File: src/rtl/enemy_motion_ctrl.sv
// enemy_motion_ctrl: decodes the AI command word and runs the enemy motion FSM.
// Position, facing and state advance once per frame_tick.
module enemy_motion_ctrl #(
  parameter int X_MIN           = 16,
  parameter int X_MAX           = 608,
  parameter int Y_MIN           = 64,
  parameter int GROUND_Y        = 400,
  parameter int X_INIT          = 480,
  parameter int JUMP_V          = 12,
  parameter int GRAVITY         = 1,
  parameter int ATTACK_FRAMES   = 16,
  parameter int COOLDOWN_FRAMES = 8
) (
  input  logic        CLK,
  input  logic        RESET,
  input  logic        frame_tick,
  input  logic [15:0] cmd_word,
  output logic [9:0]  enemy_x,
  output logic [9:0]  enemy_y,
  output logic [15:0] enemy_loc,
  output logic        facing,
  output logic        attacking,
  output logic        busy,
  output logic        ack_tag
);
  localparam logic signed [10:0] XMN = 11'(X_MIN);
  localparam logic signed [10:0] XMX = 11'(X_MAX);
  localparam logic signed [10:0] YMN = 11'(Y_MIN);
  localparam logic signed [10:0] GND = 11'(GROUND_Y);
  localparam logic signed [10:0] VJ  = 11'(JUMP_V);
  localparam logic signed [10:0] GR  = 11'(GRAVITY);
  typedef enum logic [2:0] {IDLE, MOVE, JUMP, ATTACK, COOLDOWN} state_t;
  state_t state;
  logic [2:0] op;
  logic [1:0] dir;
  logic [2:0] step;
  logic [7:0] cnt;
  logic signed [10:0] vy, stp, dx, dy, xm, ym, yn, xc, yc;
  assign op        = cmd_word[14:12];
  assign enemy_loc = {enemy_x[9:2], enemy_y[9:2]};
  assign attacking = (state == ATTACK);
  assign busy      = (state != IDLE);
  // A jump with speed 0 (step 1) is purely vertical.
  always_comb begin
    stp = $signed({8'd0, step});
    dx  = ((state == MOVE && !dir[1]) || (state == JUMP && step != 3'd1)) ? (dir[0] ? stp : -stp) : '0;
    dy  = (state == MOVE && dir[1]) ? (dir[0] ? stp : -stp) : '0;
    xm  = $signed({1'b0, enemy_x}) + dx;
    ym  = $signed({1'b0, enemy_y}) + dy;
    yn  = $signed({1'b0, enemy_y}) + vy;
    xc  = xm < XMN ? XMN : (xm > XMX ? XMX : xm);
    yc  = ym < YMN ? YMN : (ym > GND ? GND : ym);
  end
  always_ff @(posedge CLK) begin
    if (RESET) begin
      state   <= IDLE;
      enemy_x <= 10'(X_INIT);
      enemy_y <= 10'(GROUND_Y);
      vy      <= '0;
      facing  <= 1'b0;
      ack_tag <= 1'b0;
      cnt     <= '0;
      dir     <= '0;
      step    <= 3'd1;
    end else if (state == IDLE) begin
      if (cmd_word[15] != ack_tag) begin
        ack_tag <= cmd_word[15];
        dir     <= cmd_word[11:10];
        step    <= {1'b0, cmd_word[9:8]} + 3'd1;
        if ((op == 3'd1 || op == 3'd2) && !cmd_word[11]) facing <= cmd_word[10];
        if (op == 3'd1) begin
          state <= MOVE;
          cnt   <= (cmd_word[7:0] == 8'd0) ? 8'd1 : cmd_word[7:0];
        end else if (op == 3'd2) begin
          state <= JUMP;
          vy    <= -VJ;
        end else if (op == 3'd3) begin
          state <= ATTACK;
          cnt   <= 8'(ATTACK_FRAMES);
        end
      end
    end else if (frame_tick) begin
      case (state)
        MOVE: begin
          enemy_x <= xc[9:0];
          enemy_y <= yc[9:0];
          cnt     <= cnt - 8'd1;
          if (cnt == 8'd1) state <= IDLE;
        end
        JUMP: begin
          enemy_x <= xc[9:0];
          if (vy > 0 && yn >= GND) begin
            enemy_y <= GND[9:0];
            vy      <= '0;
            state   <= IDLE;
          end else begin
            enemy_y <= (yn < YMN) ? YMN[9:0] : yn[9:0];
            vy      <= vy + GR;
          end
        end
        ATTACK: begin
          cnt <= (cnt == 8'd1) ? 8'(COOLDOWN_FRAMES) : cnt - 8'd1;
          if (cnt == 8'd1) state <= COOLDOWN;
        end
        default: begin
          cnt <= cnt - 8'd1;
          if (cnt == 8'd1) state <= IDLE;
        end
      endcase
    end
  end
endmodule

File: config.mk
export PLATFORM = sky130hd
export DESIGN_NAME = enemy_motion_ctrl
export DESIGN_NICKNAME = d
export VERILOG_FILES = /design/src/rtl/enemy_motion_ctrl.sv
export SDC_FILE = /design/constraint.sdc
export NUM_CORES = 1
export LEC_CHECK = 0
export CELL_PAD_IN_SITES_DETAIL_PLACEMENT = 1
export CELL_PAD_IN_SITES_GLOBAL_PLACEMENT = 1
export CORE_MARGIN = 10
export CORE_UTILIZATION = 40
export CTS_CLUSTER_DIAMETER = 200
export DETAILED_ROUTE_END_ITERATION = 16
export PLACE_DENSITY = 0.87
export SLEW_MARGIN = 15
export SYNTH_ARGS = -nofsm -noshare
export SYNTH_HDL_FRONTEND = slang
export SYNTH_SLANG_ARGS = --single-unit
File: constraint.sdc
create_clock -name CLK -period 8.8 [get_ports CLK]
set_input_delay 1.76 -clock CLK [delete_from_list [all_inputs] [get_ports CLK]]
set_output_delay 1.76 -clock CLK [all_outputs]
set_load 0.01 [all_outputs]
==> flow_summary_export.csv <==
group,metric,value,unit
status,status,"finished clean",
hold_path,min_path_cells,2,
timing,setup_slack,4.368,ns
logic_synthesis,yosysSeqAreaShare,21.90,%
timing,hold_viol_final,0,
critical_path,critPathKind,"reg2reg",
placed_design,portBuffers,58,
drt,drt_iter0_drc,176,
logic_synthesis,synth-edff-count,0,
logic_synthesis,ys_seq_elements,49,
critical_path,critPathMaxStageDelay,0.65,ns
hold_path,hp-class,"reg2reg",
power_and_ir_drop,p_per_area,337.3,mW/mm^2
critical_path,slowest_stage,"nor3_1",
timing,finalSetupViolCount,0,
logic_synthesis,synth_cell_types,72,
finish,regArea,980.9,um^2
timing,max_freq,0.2256,GHz
timing,timing.setup.tns,0,ns
clock_network,insertion_delay,0.31,ns
flow_run,drv_cap,0,
clock_network,max-clock-path-buffers,2,
logic_synthesis,synth_top_family_by_area,"compound AO/OA/AOI/OAI gates",
drt,drc,0,
logic_synthesis,synthMuxAreaShare,2.235,%
logic_synthesis,synth_compound_area_share,27.32,%
die,core_area,0.01089,mm^2
finish,nFillCells,1360,
logic_synthesis,netlist_top_cells_area,"dfxtp_1 22%, ha_1 9.8%, a21oi_1 5.6%, nor2_1 4.7%, o21ai_0 4.4%",
logic_synthesis,yosysWarningCount,0,
timing,grt_setup_unrepaired,"no",
clock_network,cts_sinks,49,
drt,viasPerCell,5.991,
critical_path,crit_path_cell_trace,"inv_1 > ha_1 > nand2b_1 > a31oi_1 > or2_2 > nor3_1 > ha_1 > o21a_1 > o31a_1 > o21a_1 > o31ai_1 > nand2_1 > o31a_1 > o21ai_1 > o32ai_1",
finish,area_growth_syn_to_layout,14.16,%
critical_path,cp-start-kind,"flop",
clock_network,clock-root-buffer,"clkbuf_8",
critical_path,critPathBufInv,1,
power_and_ir_drop,p_leak,1.925,nW
drt,via_count,4529,
critical_path,critPathTopFamily,"compound AO/OA/AOI/OAI gates",
finish,diodes,0,
power_and_ir_drop,pwr-share-comb,68.4,%
logic_synthesis,yosysMostFrequentCell,"nor2_1",
power_and_ir_drop,netSwitchingPower,0.8926,mW
timing,post-route-min-period,4.432,ns
drt,antenna_left,0,
drt,routedWlPerCell,18.83,um
critical_path,crit_arrival,4.61,ns
finish,final_layout_size_suffix_gt1_share,3.409,%
logic_synthesis,synth_xor_area_share,5.447,%
timing,worstMarginPinSlew,1.015,ns
clock_network,numCtsBuffers,5,
drt,totalWireLength,14.24,mm
critical_path,cp_max_fo,6,
power_and_ir_drop,p_seq_share,22.5,%
timing,finClkSkew,0.006764,ns
die,die_y,125.8,um
clock_network,post_cts_buffers,0,
grt,grt_pass1_vias,4856,
grt,grt_antenna_before_repair,0,
critical_path,end_kind,"flop",
logic_synthesis,ys.flop_type,"dfxtp_1",
power_and_ir_drop,vdd_drop_max,0.1327,mV
finish,finalNetCount,672,
clock_network,tritoncts,"done",
clock_network,path_clk_slew,0.10,ns
clock_network,ctsHoldBuffers,0,
grt,grt_pass1_wl,24.00,mm
logic_synthesis,syn_inst,590,
grt,grt_max_degree,50,
logic_synthesis,synthTopCellsByCount,"56 x nor2_1, 50 x a21oi_1, 49 x dfxtp_1",
grt,grt_overflow,0,
logic_synthesis,synthArstFlopShare,0,%
die,start_util,41.14,%
logic_synthesis,synth_fa_ha_area_share,11.34,%
timing,drv_slew,0,
power_and_ir_drop,swShare,51.76,%
timing,period_share,50.37,%
logic_synthesis,synth_top_cell_by_area,"dfxtp_1",
logic_synthesis,syn-num-nets,647,
placed_design,dp_hpwl,11.20,mm
drt,first_pass_iters,4,
die,boundaryPins,59,
logic_synthesis,syn_avg_cell_area,7.592,um^2
die,die-area,0.01583,mm^2
finish,multiInputGateArea,0.003137,mm^2
clock_network,htree_levels,2,
placed_design,place_ws,4.454,ns
grt,grt_usage,17.42,%
die,fp.dieW,125.8,um
logic_synthesis,yosys.area_share.simple,23.69,%
critical_path,rr_worst_depth,15,
critical_path,crit_required,8.98,ns
logic_synthesis,synth_top_cell_area_share,21.90,%
die,rows,38,
logic_synthesis,syn_area,0.004479,mm^2
clock_network,cts_resized,0,
critical_path,path_depth,15,
timing,maxSlewHeadroom,31.75,%
power_and_ir_drop,power_frac_clock,9.1,%
placed_design,gp_congestion,0.9027,
power_and_ir_drop,p_int,0.8320,mW
[kinds of logic after synthesis]
family,after synthesis
compound gates,185
xor+xnor,27
flops,49
simple gates,206
fa+ha+maj,39
buf+inv,74
mux,10
[worst reg2reg max path: cells and delay by family (launching register included)]
kind	cells	cell delay, ns
flops	1	0.39
buf+inv	1	0.09
simple gates	4	1.18
compound gates	8	2.03
fa+ha+maj	2	0.61
[routing by layer]
metal / track usage [%] / wire, um / vias to the layer above
li1: - / - / 2217
met1: 20.64 / 6277 / 2204
met5: 0 / 0 / -
met2: 31.55 / 7183 / 95
met3: 2.894 / 614 / 13
met4: 4.823 / 161 / 0
[per-stage QoR]
step	instance area, um^2	util (%)	hold slack, ns	power (mW)	std cells
after global routing	5114	46.97	0.5556	1.883	756
after CTS	5114	46.97	0.5194	1.722	756
after floorplan	4479	-	0.4802	1.271	590
final	5114	46.97	0.5123	1.725	756
after detailed placement	5009	46.00	0.4966	1.558	748
after global placement	5009	46.00	0.4725	1.497	748
[registers in the layout (all words and copies together), names as in the netlist]
signal and cells:
enemy_x 10, facing 1, enemy_y 10, state 3, vy 11, ack_tag 1
step 3, dir 2, cnt 8
[power by group through the flow]
stage                     sequential, mW  combinational [mW]  clock, mW
after floorplan                    0.352               0.918          0
after global placement             0.387                1.11          0
after detailed placement           0.394                1.16          0
after CTS                          0.388                1.17      0.160
after global routing               0.403                1.31      0.167
final                              0.388                1.18      0.156
[final cells by class]
class                           instances  share of cell area (%)
Timing Repair Buffer                   60                   11.65
Sequential cell                        49                   19.18
Clock inverter                          1                  0.1713
Clock buffer                            7                   1.884
Multi-Input combinational cell        467                   61.34
Inverter                               32                   2.349
Tap cell                              140                   3.425
[placed cells by master (no fill, tap or decap), types with 9 or more instances in the layout]
cell and n:
a211oi_1 9, a21oi_1 50, clkdlybuf4s50_1 58, dfxtp_1 49
ha_1 35, inv_1 31, mux2i_1 10, nand2_1 45
nand2b_1 15, nand3_1 15, nor2_1 56, nor3_1 21
o211ai_1 11, o21ai_0 39, xnor2_1 14, xor2_1 12
[final timing paths]
kind	startpoint	end	slack, ns
setup / recovery	step[1]	enemy_x[1]	4.37
hold / removal	ack_tag	ack_tag	0.51
setup reg to reg	step[1]	enemy_x[1]	4.37
hold reg to reg	ack_tag	ack_tag	0.51
Note: power is estimated with default switching activity, not from simulation.
